File: src/rtl/dac_spi_arbiter.sv
// dac_spi_arbiter
// Shares one 24-bit DAC SPI serializer between the audio sample path (stereo
// pair A then B, never split) and the config path (single command word).
// Cfg is preferred unless audio is also pending, but audio cannot lock cfg out:
// after STARVE_LIMIT consecutive audio grants with cfg waiting, cfg goes next.
// A watchdog aborts any word that stays in SEND/WAIT for TIMEOUT_CYCLES cycles.
// All outputs come straight from registers.

module dac_spi_arbiter #(
    parameter logic [2:0]  STARVE_LIMIT   = 3'd4,
    parameter logic [15:0] TIMEOUT_CYCLES = 16'd2048
) (
    input  logic        i_Clock,
    input  logic        i_Reset,
    input  logic        i_Audio_Req,
    input  logic [23:0] i_Audio_Data_A,
    input  logic [23:0] i_Audio_Data_B,
    output logic        o_Audio_Ack,
    input  logic        i_Cfg_Req,
    input  logic [23:0] i_Cfg_Data,
    output logic        o_Cfg_Ack,
    output logic [23:0] o_DAC_Data,
    output logic        o_DAC_Send,
    input  logic        i_DAC_Ready,
    output logic        o_Busy,
    output logic        o_Timeout
);

    typedef enum logic [1:0] {
        ST_IDLE,
        ST_SEND,
        ST_WAIT
    } state_t;

    typedef enum logic {
        OWN_AUDIO,
        OWN_CFG
    } owner_t;

    state_t      state_q,    state_n;
    owner_t      owner_q,    owner_n;
    logic        word_idx_q, word_idx_n;
    logic [23:0] hold_b_q,   hold_b_n;
    logic [2:0]  starve_q,   starve_n;
    logic [15:0] wdog_q,     wdog_n;
    logic [23:0] data_q,     data_n;
    logic        send_q,     send_n;
    logic        aack_q,     aack_n;
    logic        cack_q,     cack_n;
    logic        busy_q,     busy_n;
    logic        tmo_q,      tmo_n;
    logic        cfg_wins;

    // State and registered outputs; reset drops any transfer in flight.
    always_ff @(posedge i_Clock or posedge i_Reset) begin
        if (i_Reset) begin
            state_q    <= ST_IDLE;
            owner_q    <= OWN_AUDIO;
            word_idx_q <= 1'b0;
            hold_b_q   <= '0;
            starve_q   <= '0;
            wdog_q     <= '0;
            data_q     <= '0;
            send_q     <= 1'b0;
            aack_q     <= 1'b0;
            cack_q     <= 1'b0;
            busy_q     <= 1'b0;
            tmo_q      <= 1'b0;
        end else begin
            state_q    <= state_n;
            owner_q    <= owner_n;
            word_idx_q <= word_idx_n;
            hold_b_q   <= hold_b_n;
            starve_q   <= starve_n;
            wdog_q     <= wdog_n;
            data_q     <= data_n;
            send_q     <= send_n;
            aack_q     <= aack_n;
            cack_q     <= cack_n;
            busy_q     <= busy_n;
            tmo_q      <= tmo_n;
        end
    end

    // Arbitration, serializer handshake, starvation count and watchdog.
    always_comb begin
        state_n    = state_q;
        owner_n    = owner_q;
        word_idx_n = word_idx_q;
        hold_b_n   = hold_b_q;
        starve_n   = starve_q;
        wdog_n     = wdog_q;
        data_n     = data_q;
        send_n     = send_q;
        aack_n     = 1'b0;
        cack_n     = 1'b0;
        tmo_n      = 1'b0;

        cfg_wins = i_Cfg_Req & (~i_Audio_Req | (starve_q >= STARVE_LIMIT));

        case (state_q)
            ST_IDLE: begin
                if (i_DAC_Ready && (i_Audio_Req || i_Cfg_Req)) begin
                    word_idx_n = 1'b0;
                    wdog_n     = '0;
                    send_n     = 1'b1;
                    state_n    = ST_SEND;
                    if (cfg_wins) begin
                        owner_n  = OWN_CFG;
                        data_n   = i_Cfg_Data;
                        starve_n = '0;
                    end else begin
                        owner_n  = OWN_AUDIO;
                        data_n   = i_Audio_Data_A;
                        hold_b_n = i_Audio_Data_B;
                        if (!i_Cfg_Req)
                            starve_n = '0;
                        else if (starve_q != '1)
                            starve_n = starve_q + 3'd1;
                    end
                end
            end

            ST_SEND, ST_WAIT: begin
                if (wdog_q == TIMEOUT_CYCLES - 16'd1) begin
                    // Abort takes precedence over any handshake in the same cycle.
                    send_n  = 1'b0;
                    tmo_n   = 1'b1;
                    state_n = ST_IDLE;
                end else begin
                    wdog_n = wdog_q + 16'd1;
                    if (state_q == ST_SEND) begin
                        if (!i_DAC_Ready) begin
                            send_n  = 1'b0;
                            state_n = ST_WAIT;
                        end
                    end else if (i_DAC_Ready) begin
                        if (owner_q == OWN_AUDIO && !word_idx_q) begin
                            // Word B goes out directly so cfg cannot split the pair.
                            word_idx_n = 1'b1;
                            data_n     = hold_b_q;
                            wdog_n     = '0;
                            send_n     = 1'b1;
                            state_n    = ST_SEND;
                        end else begin
                            aack_n  = (owner_q == OWN_AUDIO);
                            cack_n  = (owner_q == OWN_CFG);
                            state_n = ST_IDLE;
                        end
                    end
                end
            end

            default: begin
                send_n  = 1'b0;
                state_n = ST_IDLE;
            end
        endcase

        busy_n = (state_n != ST_IDLE);
    end

    assign o_DAC_Data  = data_q;
    assign o_DAC_Send  = send_q;
    assign o_Audio_Ack = aack_q;
    assign o_Cfg_Ack   = cack_q;
    assign o_Busy      = busy_q;
    assign o_Timeout   = tmo_q;

endmodule
File: config.mk
export PLATFORM = sky130hd
export DESIGN_NAME = dac_spi_arbiter
export DESIGN_NICKNAME = d
export VERILOG_FILES = /design/src/rtl/dac_spi_arbiter.sv
export SDC_FILE = /design/constraint.sdc
export NUM_CORES = 1
export LEC_CHECK = 0
export CAP_MARGIN = 0
export CORE_UTILIZATION = 40
export DETAILED_ROUTE_END_ITERATION = 12
export GPL_TIMING_DRIVEN = 1
export PLACE_DENSITY = 0.79
export SLEW_MARGIN = 20
export SYNTH_ARGS = -nofsm -noshare
export SYNTH_HDL_FRONTEND = slang
export SYNTH_SLANG_ARGS = --single-unit
export TNS_END_PERCENT = 10
File: constraint.sdc
create_clock -name i_Clock -period 3.6 [get_ports i_Clock]
set_clock_uncertainty 0.1 [all_clocks]
set_input_delay 0.72 -clock i_Clock [delete_from_list [all_inputs] [get_ports i_Clock]]
set_output_delay 0.72 -clock i_Clock [all_outputs]
set_load 0.02 [all_outputs]
==> flow_summary.json <==
{
  "syn-instance-count": 366,
  "cp_num_buf_inv": 2,
  "diodes": 0,
  "grt_use_total": 0.198,
  "worst_slew_pin_slew_ns": 0.720,
  "synth_mux_area_frac": 0.205,
  "dr.pass1.iters": 4,
  "max-vdd-ir-drop_mv": 0.365,
  "cts_resized": 0,
  "cts_inserted_buffers": 9,
  "area_delta_synth_final_pct": 35.2,
  "grt_max_degree": 48,
  "antenna_left": 0,
  "r2r-end": "o_DAC_Data[12]$_DFFE_PP0P_",
  "status": "finished, final reports clean",
  "synth_top_family_by_area": "multiplexers",
  "period_share": 0.813,
  "yosys.area_share.simple": 0.116,
  "ys_warn_count": 0,
  "path_clk_slew_ns": 0.08,
  "die_height_um": 101,
  "nets": 553,
  "hp-start": "o_DAC_Data[18]$_DFFE_PP0P_",
  "ys_types": 48,
  "r2r_slack_ns": 0.69,
  "clk_latency_ns": 0.35,
  "drtIter0Drc": 145,
  "die_area_um2": 10200,
  "cp-end-kind": "register",
  "period_needed_ns": 2.93,
  "rsz0062_at_grt": "false",
  "hold_class": "reg -> reg",
  "vias": 3261,
  "htree_levels": 3,
  "numClockSinks": 76,
  "hold_violations": 0,
  "dp.cells": 587,
  "drv_cap": 0,
  "synth-adder-area-share": 0.0223,
  "syn_nets": 450,
  "first_global_vias": 3329,
  "drv_slew": 0,
  "synth-edff-count": 0,
  "hold_buffers": 0,
  "slew-limit-headroom": 0.517,
  "path_max_fanout": 25,
  "slowest_stage": "clkdlybuf4s50_1",
  "cts-root-buf": "clkbuf_8",
  "cts_setup_buffers": 0,
  "worst_slack_ns": 0.672,
  "place_hpwl_mm": 6.74,
  "die_x_um": 101,
  "fillers": 831,
  "grt_overflow_total": 0,
  "slowest_delay_ns": 0.53,
  "power.density_nw_per_um2": 756,
  "yosysSeqAreaShare": 0.485,
  "totalWireLength_mm": 9.46,
  "clk_path_buf_depth": 2,
  "place_congestion": 0.812,
  "p_leak_uw": 0.00230,
  "synth.avg_cell_area_um2": 10.7,
  "antenna_found_initial": 0,
  "max_freq_mhz": 342,
  "synth_compound_area_frac": 0.139,
  "instances_no_fill": 603,
  "cts_tree": "done",
  "r2r_cells": 7,
  "grt_pass1_wl_mm": 15.5,
  "synthXorXnorAreaFrac": 0,
  "rows": 35,
  "fin_tns_setup_ns": 0,
  "ys_seq_elements": 76,
  "worstSetupPathType": "in -> reg",
  "io_buffer_count": 105,
  "cp-start-kind": "input port",
  "critPathLaunch": "i_Cfg_Req",
  "setup-violations-final": 0,
  "drive_gt1_frac": 0.171,
  "async_flop_share": 1.00,
  "pre_cts_slack_ns": 0.362,
  "viasPerCell": 5.41,
  "pin_count": 106,
  "drc": 0,
  "worstPathCellList": "clkdlybuf4s50_1 -> o211a_1 -> a21oi_1 -> a41o_1 -> a211o_1 -> buf_4 -> mux2_2",
  "syn_area_um2": 3920,
  "worstPathArrival_ns": 3.06,
  "critPathTopFamily": "compound AO/OA/AOI/OAI gates",
  "critPathCapture": "o_DAC_Data[12]$_DFFE_PP0P_",
  "path_depth": 7,
  "wl_per_cell_um": 15.7,
  "fp.coreArea_um2": 9370,
  "synth_flop_cell": "dfrtp_1",
  "required_ns": 3.73,
  "initial_utilization": 0.418,
  "rr_startpoint": "wdog_q[0]$_DFFE_PP0P_"
}
## metal layers
layer  up-vias  track usage  wire [um]
li1       1542            -          -
met1      1596        0.236       3820
met2       106        0.331       4800
met3        17       0.0610        601
met4         0       0.0858        238
met5         -            0          0
## placed cells by master (no fill, tap or decap), types with 2 or more instances in the layout
master,count
clkdlybuf4s50_1,105
o31ai_1,8
ha_1,7
or4_1,2
mux2i_1,25
a31oi_1,5
nand3_1,11
dfrtp_1,76
clkbuf_8,9
nand4_1,3
o21ai_0,45
buf_4,7
o21ai_1,4
a21oi_1,7
nor2_1,14
and4_1,3
a21o_1,2
nand2_1,38
clkinv_4,2
nand2b_1,3
o41ai_1,2
clkinv_2,2
nor2b_1,3
o21a_1,2
or4_4,2
inv_1,6
mux2_2,49
and2_1,3
and3_1,3
## flip-flops by register name, indices dropped and copies added (netlist names)
register,cells
wdog_q,16
o_Busy,1
o_Timeout,1
o_DAC_Send,1
hold_b_q,24
o_DAC_Data,24
o_Cfg_Ack,1
word_idx_q,1
starve_q,3
o_Audio_Ack,1
state_q,2
owner_q,1
## worst reg2reg max path, cell delays in order (launching register included)
cell and delay, ns:
dfrtp_1 0.41, ha_1 0.26, nand4_1 0.23, nor2_1 0.37, a41o_1 0.54, a211o_1 0.17, buf_4 0.31, mux2_2 0.40
## layout make-up
class                   instances  area [um^2]  share of cell area
flip-flops and latches         76         1900               0.359
multi-input cells             262         1890               0.357
repair buffers                113         1120               0.212
well taps                     129          161              0.0305
clock buffers                  10          128              0.0241
clock inverters                 6         65.1              0.0123
inverters                       7         26.3             0.00496
## how the worst min path moves through the flow
stage | to | cells past startpoint
finish | o_DAC_Data[18]$_DFFE_PP0P_ | 1
global route | wdog_q[7]$_DFFE_PP0P_ | 1
CTS | wdog_q[7]$_DFFE_PP0P_ | 1
detailed placement | starve_q[0]$_DFFE_PP0P_ | 1
global placement | starve_q[0]$_DFFE_PP0P_ | 1
floorplan | starve_q[0]$_DFFE_PP0P_ | 1
## stage by stage
step / hold WS, ns / util / area (um^2) / total power (uW)
finish: 0.410 / 0.566 / 5300 / 4010
global route: 0.425 / 0.566 / 5300 / 4310
CTS: 0.408 / 0.566 / 5300 / 4050
detailed placement: 0.383 / 0.545 / 5110 / 3390
global placement: 0.368 / 0.545 / 5110 / 3300
floorplan: 0.357 / - / 3920 / 2710
## cells by family (layout without fill, tap and decap cells)
kind of cell / count (synthesis) / after routing
DFF: 76 / 76
AOI/OAI and AO/OA: 89 / 89
muxes: 74 / 74
adders and majority gates: 7 / 7
and+or+nand+nor: 92 / 92
buffers and inverters: 28 / 136
## power breakdown
part           internal [uW]  leakage, uW  switching (uW)  total, uW
Combinational            970      0.00126             994       1960
Clock                    321    0.0000962             327        648
Sequential              1200     0.000951             203       1400
## cells in the mapped netlist (2+ instances only)
library cell | count | area, um^2
ha_1 | 7 | 87.6
nand2b_1 | 3 | 18.8
a21oi_1 | 8 | 40.0
a31oi_1 | 5 | 31.3
o41ai_1 | 2 | 17.5
or4_1 | 2 | 15.0
o21ai_1 | 4 | 20.0
o21a_1 | 2 | 15.0
clkbuf_1 | 10 | 37.5
mux2_2 | 49 | 552
o31ai_1 | 8 | 60.1
nand2_1 | 38 | 143
mux2i_1 | 25 | 250
buf_2 | 6 | 30.0
and4_1 | 3 | 26.3
o21ai_0 | 45 | 225
nand4_1 | 3 | 18.8
inv_1 | 7 | 26.3
or4_4 | 2 | 22.5
buf_4 | 4 | 30.0
and3_1 | 3 | 18.8
a21o_1 | 2 | 15.0
and2_1 | 3 | 18.8
dfrtp_1 | 76 | 1900
nor2_1 | 14 | 52.6
nand3_1 | 11 | 55.1
nor2b_1 | 3 | 18.8
No activity file was read; power rests on OpenSTA's default activity.
